`src/rtl/mmio_arbiter.sv`:
```
// mmio_arbiter: two-requester arbiter onto a shared MMIO bus (IDLE -> ISSUE -> RESP).
// Define MMIO_ARB_RR_EN for round-robin arbitration; the default is fixed priority (requester 0).
module mmio_arbiter #(
    parameter int DATA_W = 32
) (
    input  logic              clk,
    input  logic              rst,
    input  logic              req0,
    input  logic              wr0,
    input  logic [DATA_W-1:0] addr0,
    input  logic [DATA_W-1:0] wdata0,
    output logic              ack0,
    output logic [DATA_W-1:0] rdata0,
    input  logic              req1,
    input  logic              wr1,
    input  logic [DATA_W-1:0] addr1,
    input  logic [DATA_W-1:0] wdata1,
    output logic              ack1,
    output logic [DATA_W-1:0] rdata1,
    output logic              writeEnable,
    output logic              readEnable,
    output logic [DATA_W-1:0] memAddress,
    output logic [DATA_W-1:0] writeData,
    input  logic [DATA_W-1:0] readData
);
    localparam logic [1:0] IDLE  = 2'd0;
    localparam logic [1:0] ISSUE = 2'd1;
    localparam logic [1:0] RESP  = 2'd2;

    logic [1:0]        state_q, state_d;
    logic              win_q, win_d, last_gnt_q, last_gnt_d, wr_q, wr_d;
    logic [DATA_W-1:0] addr_q, addr_d, wdata_q, wdata_d;
    logic              we_q, we_d, re_q, re_d, ack0_q, ack0_d, ack1_q, ack1_d;
    logic [DATA_W-1:0] mem_addr_q, mem_addr_d, wr_data_q, wr_data_d;
    logic [DATA_W-1:0] rdata0_q, rdata0_d, rdata1_q, rdata1_d;
    logic              pick;

`ifdef MMIO_ARB_RR_EN
    assign pick = (req0 && req1) ? ~last_gnt_q : req1;
`else
    assign pick = ~req0;
`endif

    always_comb begin
        state_d    = state_q;
        win_d      = win_q;
        last_gnt_d = last_gnt_q;
        wr_d       = wr_q;
        addr_d     = addr_q;
        wdata_d    = wdata_q;
        we_d       = 1'b0;
        re_d       = 1'b0;
        ack0_d     = 1'b0;
        ack1_d     = 1'b0;
        mem_addr_d = mem_addr_q;
        wr_data_d  = wr_data_q;
        rdata0_d   = rdata0_q;
        rdata1_d   = rdata1_q;
        case (state_q)
            IDLE: begin
                if (req0 || req1) begin
                    win_d      = pick;
                    last_gnt_d = pick;
                    wr_d       = pick ? wr1 : wr0;
                    addr_d     = pick ? addr1 : addr0;
                    wdata_d    = pick ? wdata1 : wdata0;
                    state_d    = ISSUE;
                end
            end
            ISSUE: begin
                we_d       = wr_q;
                re_d       = ~wr_q;
                mem_addr_d = addr_q;
                wr_data_d  = wdata_q;
                state_d    = RESP;
            end
            RESP: begin
                ack0_d   = ~win_q;
                ack1_d   = win_q;
                rdata0_d = (!wr_q && !win_q) ? readData : rdata0_q;
                rdata1_d = (!wr_q && win_q) ? readData : rdata1_q;
                state_d  = IDLE;
            end
            default: state_d = IDLE;
        endcase
    end

    // Reset in ISSUE/RESP drops the transaction: enables and acks are forced low.
    always_ff @(posedge clk) begin
        if (rst) begin
            state_q    <= IDLE;
            win_q      <= 1'b0;
            last_gnt_q <= 1'b1;
            wr_q       <= 1'b0;
            addr_q     <= '0;
            wdata_q    <= '0;
            we_q       <= 1'b0;
            re_q       <= 1'b0;
            ack0_q     <= 1'b0;
            ack1_q     <= 1'b0;
            mem_addr_q <= '0;
            wr_data_q  <= '0;
            rdata0_q   <= '0;
            rdata1_q   <= '0;
        end else begin
            state_q    <= state_d;
            win_q      <= win_d;
            last_gnt_q <= last_gnt_d;
            wr_q       <= wr_d;
            addr_q     <= addr_d;
            wdata_q    <= wdata_d;
            we_q       <= we_d;
            re_q       <= re_d;
            ack0_q     <= ack0_d;
            ack1_q     <= ack1_d;
            mem_addr_q <= mem_addr_d;
            wr_data_q  <= wr_data_d;
            rdata0_q   <= rdata0_d;
            rdata1_q   <= rdata1_d;
        end
    end

    assign ack0        = ack0_q;
    assign ack1        = ack1_q;
    assign rdata0      = rdata0_q;
    assign rdata1      = rdata1_q;
    assign writeEnable = we_q;
    assign readEnable  = re_q;
    assign memAddress  = mem_addr_q;
    assign writeData   = wr_data_q;
endmodule

```
`config.mk`:
```
export PLATFORM = sky130hd
export DESIGN_NAME = mmio_arbiter
export DESIGN_NICKNAME = d
export VERILOG_FILES = /design/src/rtl/mmio_arbiter.sv
export SDC_FILE = /design/constraint.sdc
export NUM_CORES = 1
export LEC_CHECK = 0
export ABC_AREA = 1
export BUFFER_PORTS_ARGS = -buffer_cell sky130_fd_sc_hd__buf_2
export CORE_MARGIN = 2
export CORE_UTILIZATION = 40
export DETAILED_ROUTE_END_ITERATION = 8
export GPL_ROUTABILITY_DRIVEN = 0
export PLACE_DENSITY = 0.63
export SYNTH_ARGS = -nofsm -noshare
export SYNTH_HDL_FRONTEND = slang
export SYNTH_SLANG_ARGS = --single-unit
```
`constraint.sdc`:
```
create_clock -name clk -period 1.3 [get_ports clk]
set_clock_uncertainty 0.05 [all_clocks]
set_input_delay 0.195 -clock clk [delete_from_list [all_inputs] [get_ports clk]]
set_output_delay 0.195 -clock clk [all_outputs]
set_load 0.005 [all_outputs]
```
# --- After elaboration in Yosys (flattened, before gate mapping) ---
# Cells that the tools add are included.
op_classes:
  n_eq_ne: 3
  n_mux: 5
  n_bitwise: 5
  n_reduce_logical: 11
op_table:
  columns: ["operator", "count"]
  rows:
  - ["32-bit two-way mux", 2]
  - ["2-bit AND reduction", 3]
  - ["1-bit NOT", 5]
  - ["2-bit case mux with 2 select lines", 1]
  - ["2-bit OR reduction", 2]
  - ["2-bit by 1-bit equality test with 1-bit output (second input constant)", 1]
  - ["2-bit equality test (second input constant)", 1]
  - ["1-bit logical AND", 2]
  - ["1-bit logical NOT", 2]
  - ["2-bit logical NOT", 1]
  - ["2-bit two-way mux", 1]
  - ["2-bit != test (second input constant)", 1]
  - ["1-bit logical OR", 1]
  - ["1-bit two-way mux", 1]
word_totals:
  regBits: 200
  input_bits: 166
  output_inout_bits: 132
  elab_cells: 37

# --- Depth between registers and ports, before layout ---
depth:
  word_depth: 3
  ltp_mapped: 8

# --- Worst setup path after synthesis ---
# Ideal clock, no wire load.
synth_timing:
  path_type: "register to register"
  start: "register state_q[0]"
  end: "register mem_addr_q[14] (netlist: memAddress[14])"
  t_arrival_ns: 1.006
  slack_ns: 0.128
  stages_incl_launch_ff: 6
  period_less_slack_ns: 1.172
  path_cell_list: "dfxtp_1 -> nand2_4 -> buf_6 -> clkbuf_1 -> o21ai_0 -> nor2_1"
synth_between:
  elab_chain_cells: 1
synth_rtl:
  columns: ["item", "line_no", "source"]
  rows:
  - ["start, declared", "30", "logic [1:0] state_q, state_d;"]
  - ["start signal, assigned", "106", "state_q <= state_d;"]
  - ["2-bit by 1-bit equality test with 1-bit output", "59", "case (state_q)"]
  - ["end signal, assigned", "116", "mem_addr_q <= mem_addr_d;"]
  - ["end, declared", "34", "logic [DATA_W-1:0] mem_addr_q, mem_addr_d, wr_data_q, wr_data_d;"]
# No other way between the ends.
# A chain may end at the register's enable or synchronous reset.

# --- Worst setup path after layout ---
layout_timing:
  start: "register state_q[0]"
  end: "register rdata1_q[30] (netlist: rdata1[30])"
layout_between:
  elab_chain_cells: 2
layout_rtl:
  columns: ["item", "line_no", "source"]
  rows:
  - ["2-bit equality test", "59", null]
  - ["2-bit AND reduction (no source line)", null, null]
  - ["end signal, assigned", "119", "rdata1_q <= rdata1_d;"]
  - ["end, declared", "35", "logic [DATA_W-1:0] rdata0_q, rdata0_d, rdata1_q, rdata1_d;"]
# No other way between the ends.

==> metrics <==
final hold violations=0; Syn Area/Cell=between 6 and 7 µm²; CTS tree=yes; Die Area=between 0.02 and 0.025 mm²; Post-synth top cells=nand2_1, nor2_1, dfxtp_1; Pins Over Slew Limit=0; min Tclk post-route=about 1300 ps; Global Route Usage Sum=0.1996; GRT overflow=0; final worst slack=between 9 and 10 ps; crit path DAT=approximately 1600 ps; post-synthesis adder-cell area fraction=0; Hold Path Origin=wdata1[3]; async set-reset flop share out of synthesis=0; post-route ant nets=0; final wirelength=approximately 23 mm; sequential area share after synthesis=0.4680; Synth Area in XOR/XNOR=0; initial antenna violation count=1; worst reg2reg setup slack=10 ps; Clock Latency Late Sink=430 ps; Synth Area in Compound Gates=0.05674; Vias/cell=about 4.5; Register-to-Register Path Depth=7; share of the synthesized area in the top cell type=0.4680; I/O pin cnt=~300; Yosys Warn Count=0; Peak VDD IR=~0.72 mV; average wire per cell in the routed design=approximately 13 µm; Initial DRT Pass Iterations=4; pwr dens=around 1300 mW/mm²; Main synth FF type=dfxtp_1; worst hold slack=approximately 23 ps; Worst EP required=around 1600 ps; cell area after synthesis=roughly 0.0086 mm²; Setup Total Neg Slack=0 ps; crit path cell chain=buf_6 -> nor2_4 -> buf_12 -> clkbuf_16 -> nand3_1 -> nand2_1 -> nor2_1; crit path to=rdata1[30]; largest net degree at the start of global routing=68; crit-path max FO=14; Die Ht=~150 µm; area leader, netlist=dfxtp_1; FF-to-FF Start=state_q[0]; Seq cells post-synth=200; CP Capture Type=register; class of the worst hold path=in -> reg; Setup violations, final=0; HPWL Detailed=15.85 mm; placed cells=approximately 1800; CTS root buf=clkbuf_16; Setup Crit Path Kind=reg -> reg; CTS sink cnt=200; Post-Layout Inst Area=between 0.01 and 0.015 mm²; critical path's slowest cell=dfxtp_4; Bufs on Longest Clock Path=2; Initial Utilization=0.4070; via count=about 8400; Non-Filler Instances=1874; detailed router's first-iteration violation count=around 340; worst flop-to-flop path endpoint=rdata1[30]; Diodes inserted=0; Largest stage delay, worst path=~370 ps; # fillers=2158; IO Port Bufs=between 200 and 300; dpl ws=-23.80 ps; dpl cell area=around 0.010 mm²; Area contributors post-synth=dfxtp_1, nand2_1, nor2_1; Area Overhead vs Synth=31.81%; crit start category=register; crit path launch=state_q[0]; chip width=~150 µm; leakage power=just under 0.006 µW; core area=roughly 0.021 mm²; EDFF count, synth=0; Cell Rows=53; most common cell in the netlist=nand2_1; syn_nets=1477; Post-Syn Instances=between 1000 and 1500; vias in the first global route=roughly 7400; maxcap violations=0; fin crit share=0.9924; fraction of layout cells with a size suffix above 1=0.2470; status=completed; Worst Max-Slew Pin Slew=around 290 ps; first-pass GRT wire length=~36 mm; Worst-path clk slew=80 ps; fin nets=1753; mux cell area share after synthesis=0; Simple-Gate Fraction of Synth Area=0.3750; f_max=about 0.78 GHz; unrepaired setup endpoints after global routing=yes; Worst slew margin=0.8099; largest family of logic cells by synthesized area=simple AND/OR/NAND/NOR gates; CTS buffer count=17; H-tree levels=4; Remaining DRCs=0; Synth cell types=19
routing by layer:
metal  vias up  share of wire  GRT usage
met5         -        0.00055          0
met4         2          0.020    0.06415
met3        31          0.074    0.05485
met2       266           0.44     0.3189
met1      3624           0.46     0.2618
li1       4502              -          -
worst min-delay path by stage:
stage | end | slack (ps) | cells after the start
CTS | wdata_q[17] | 8 | 5
floorplan | state_q[0] | 220 | 1
global placement | rdata1[11] | 410 | 2
detailed placement | rdata0[22] | 410 | 2
global route | wdata_q[3] | 40 | 5
finish | wdata_q[3] | 20 | 5
timing repair:
| item | 4_1_cts | 5_1_grt |
|---|---|---|
| setup endpoints to repair | 3 | 86 |
| hold buffers | 1 | 0 |
| pin swaps | 0 | 1 |
| setup buffers | 0 | 2 |
| resized for setup | 2 | 16 |
| gates cloned | 0 | 8 |
| hold endpoints to repair | 4 | 0 |
cell type report:
type | count | area, µm² | share of cell area
clock inverter | 12 | 153.9 | 0.01365
inverter | 104 | 397.9 | 0.03528
clock buffer | 19 | 452.9 | 0.04016
sequential | 200 | 4010 | 0.3556
multi-input combinational | 924 | 3767 | 0.3341
tap | 275 | 344.1 | 0.03051
timing repair buffer | 340 | 2151 | 0.1907
power by group:
group / leakage (µW) / switching (µW) / total (µW) / internal [µW]
clock network: 0.000297 / 2480 / 5480 / 3010
registers: 0.00164 / 252 / 6880 / 6630
logic: 0.00403 / 1560 / 2710 / 1150
sequential cells by signal, indices dropped and copies added, names as in the netlist, 2 cells and up:
name / flops
rdata1: 32
wdata_q: 32
rdata0: 32
writeData: 32
addr_q: 32
memAddress: 32
state_q: 2
metrics by stage:
stage	total power, µW	utilization
finish	15070	0.5365
global route	15930	0.5365
CTS	15130	0.5254
detailed placement	9642	0.4957
global placement	9609	0.4957
floorplan	8608	-
worst max-delay path, delay by kind of cell, from the launching register on:
kind	cells	cell delay [ps]
AND/OR/NAND/NOR	4	310
flip-flops	1	370
buffers and inverters	3	470
cell families after synthesis:
kind of cell / after synthesis
compound gates: 97
buf+inv: 188
flops: 200
simple gates: 826
layout by cell type (no fill, tap or decap), types with 4 or more instances in the layout:
cell and instances:
inv_8 4, nand3_1 54, dfxtp_1 197, buf_2 297, buf_12 20, buf_4 14
inv_1 100, inv_6 5, nand2_1 395, clkbuf_16 21, nor2_1 358, o21ai_0 59
nand3_2 10, a21oi_1 33, o21ai_1 5
No activity file was read; power rests on OpenSTA's default activity.
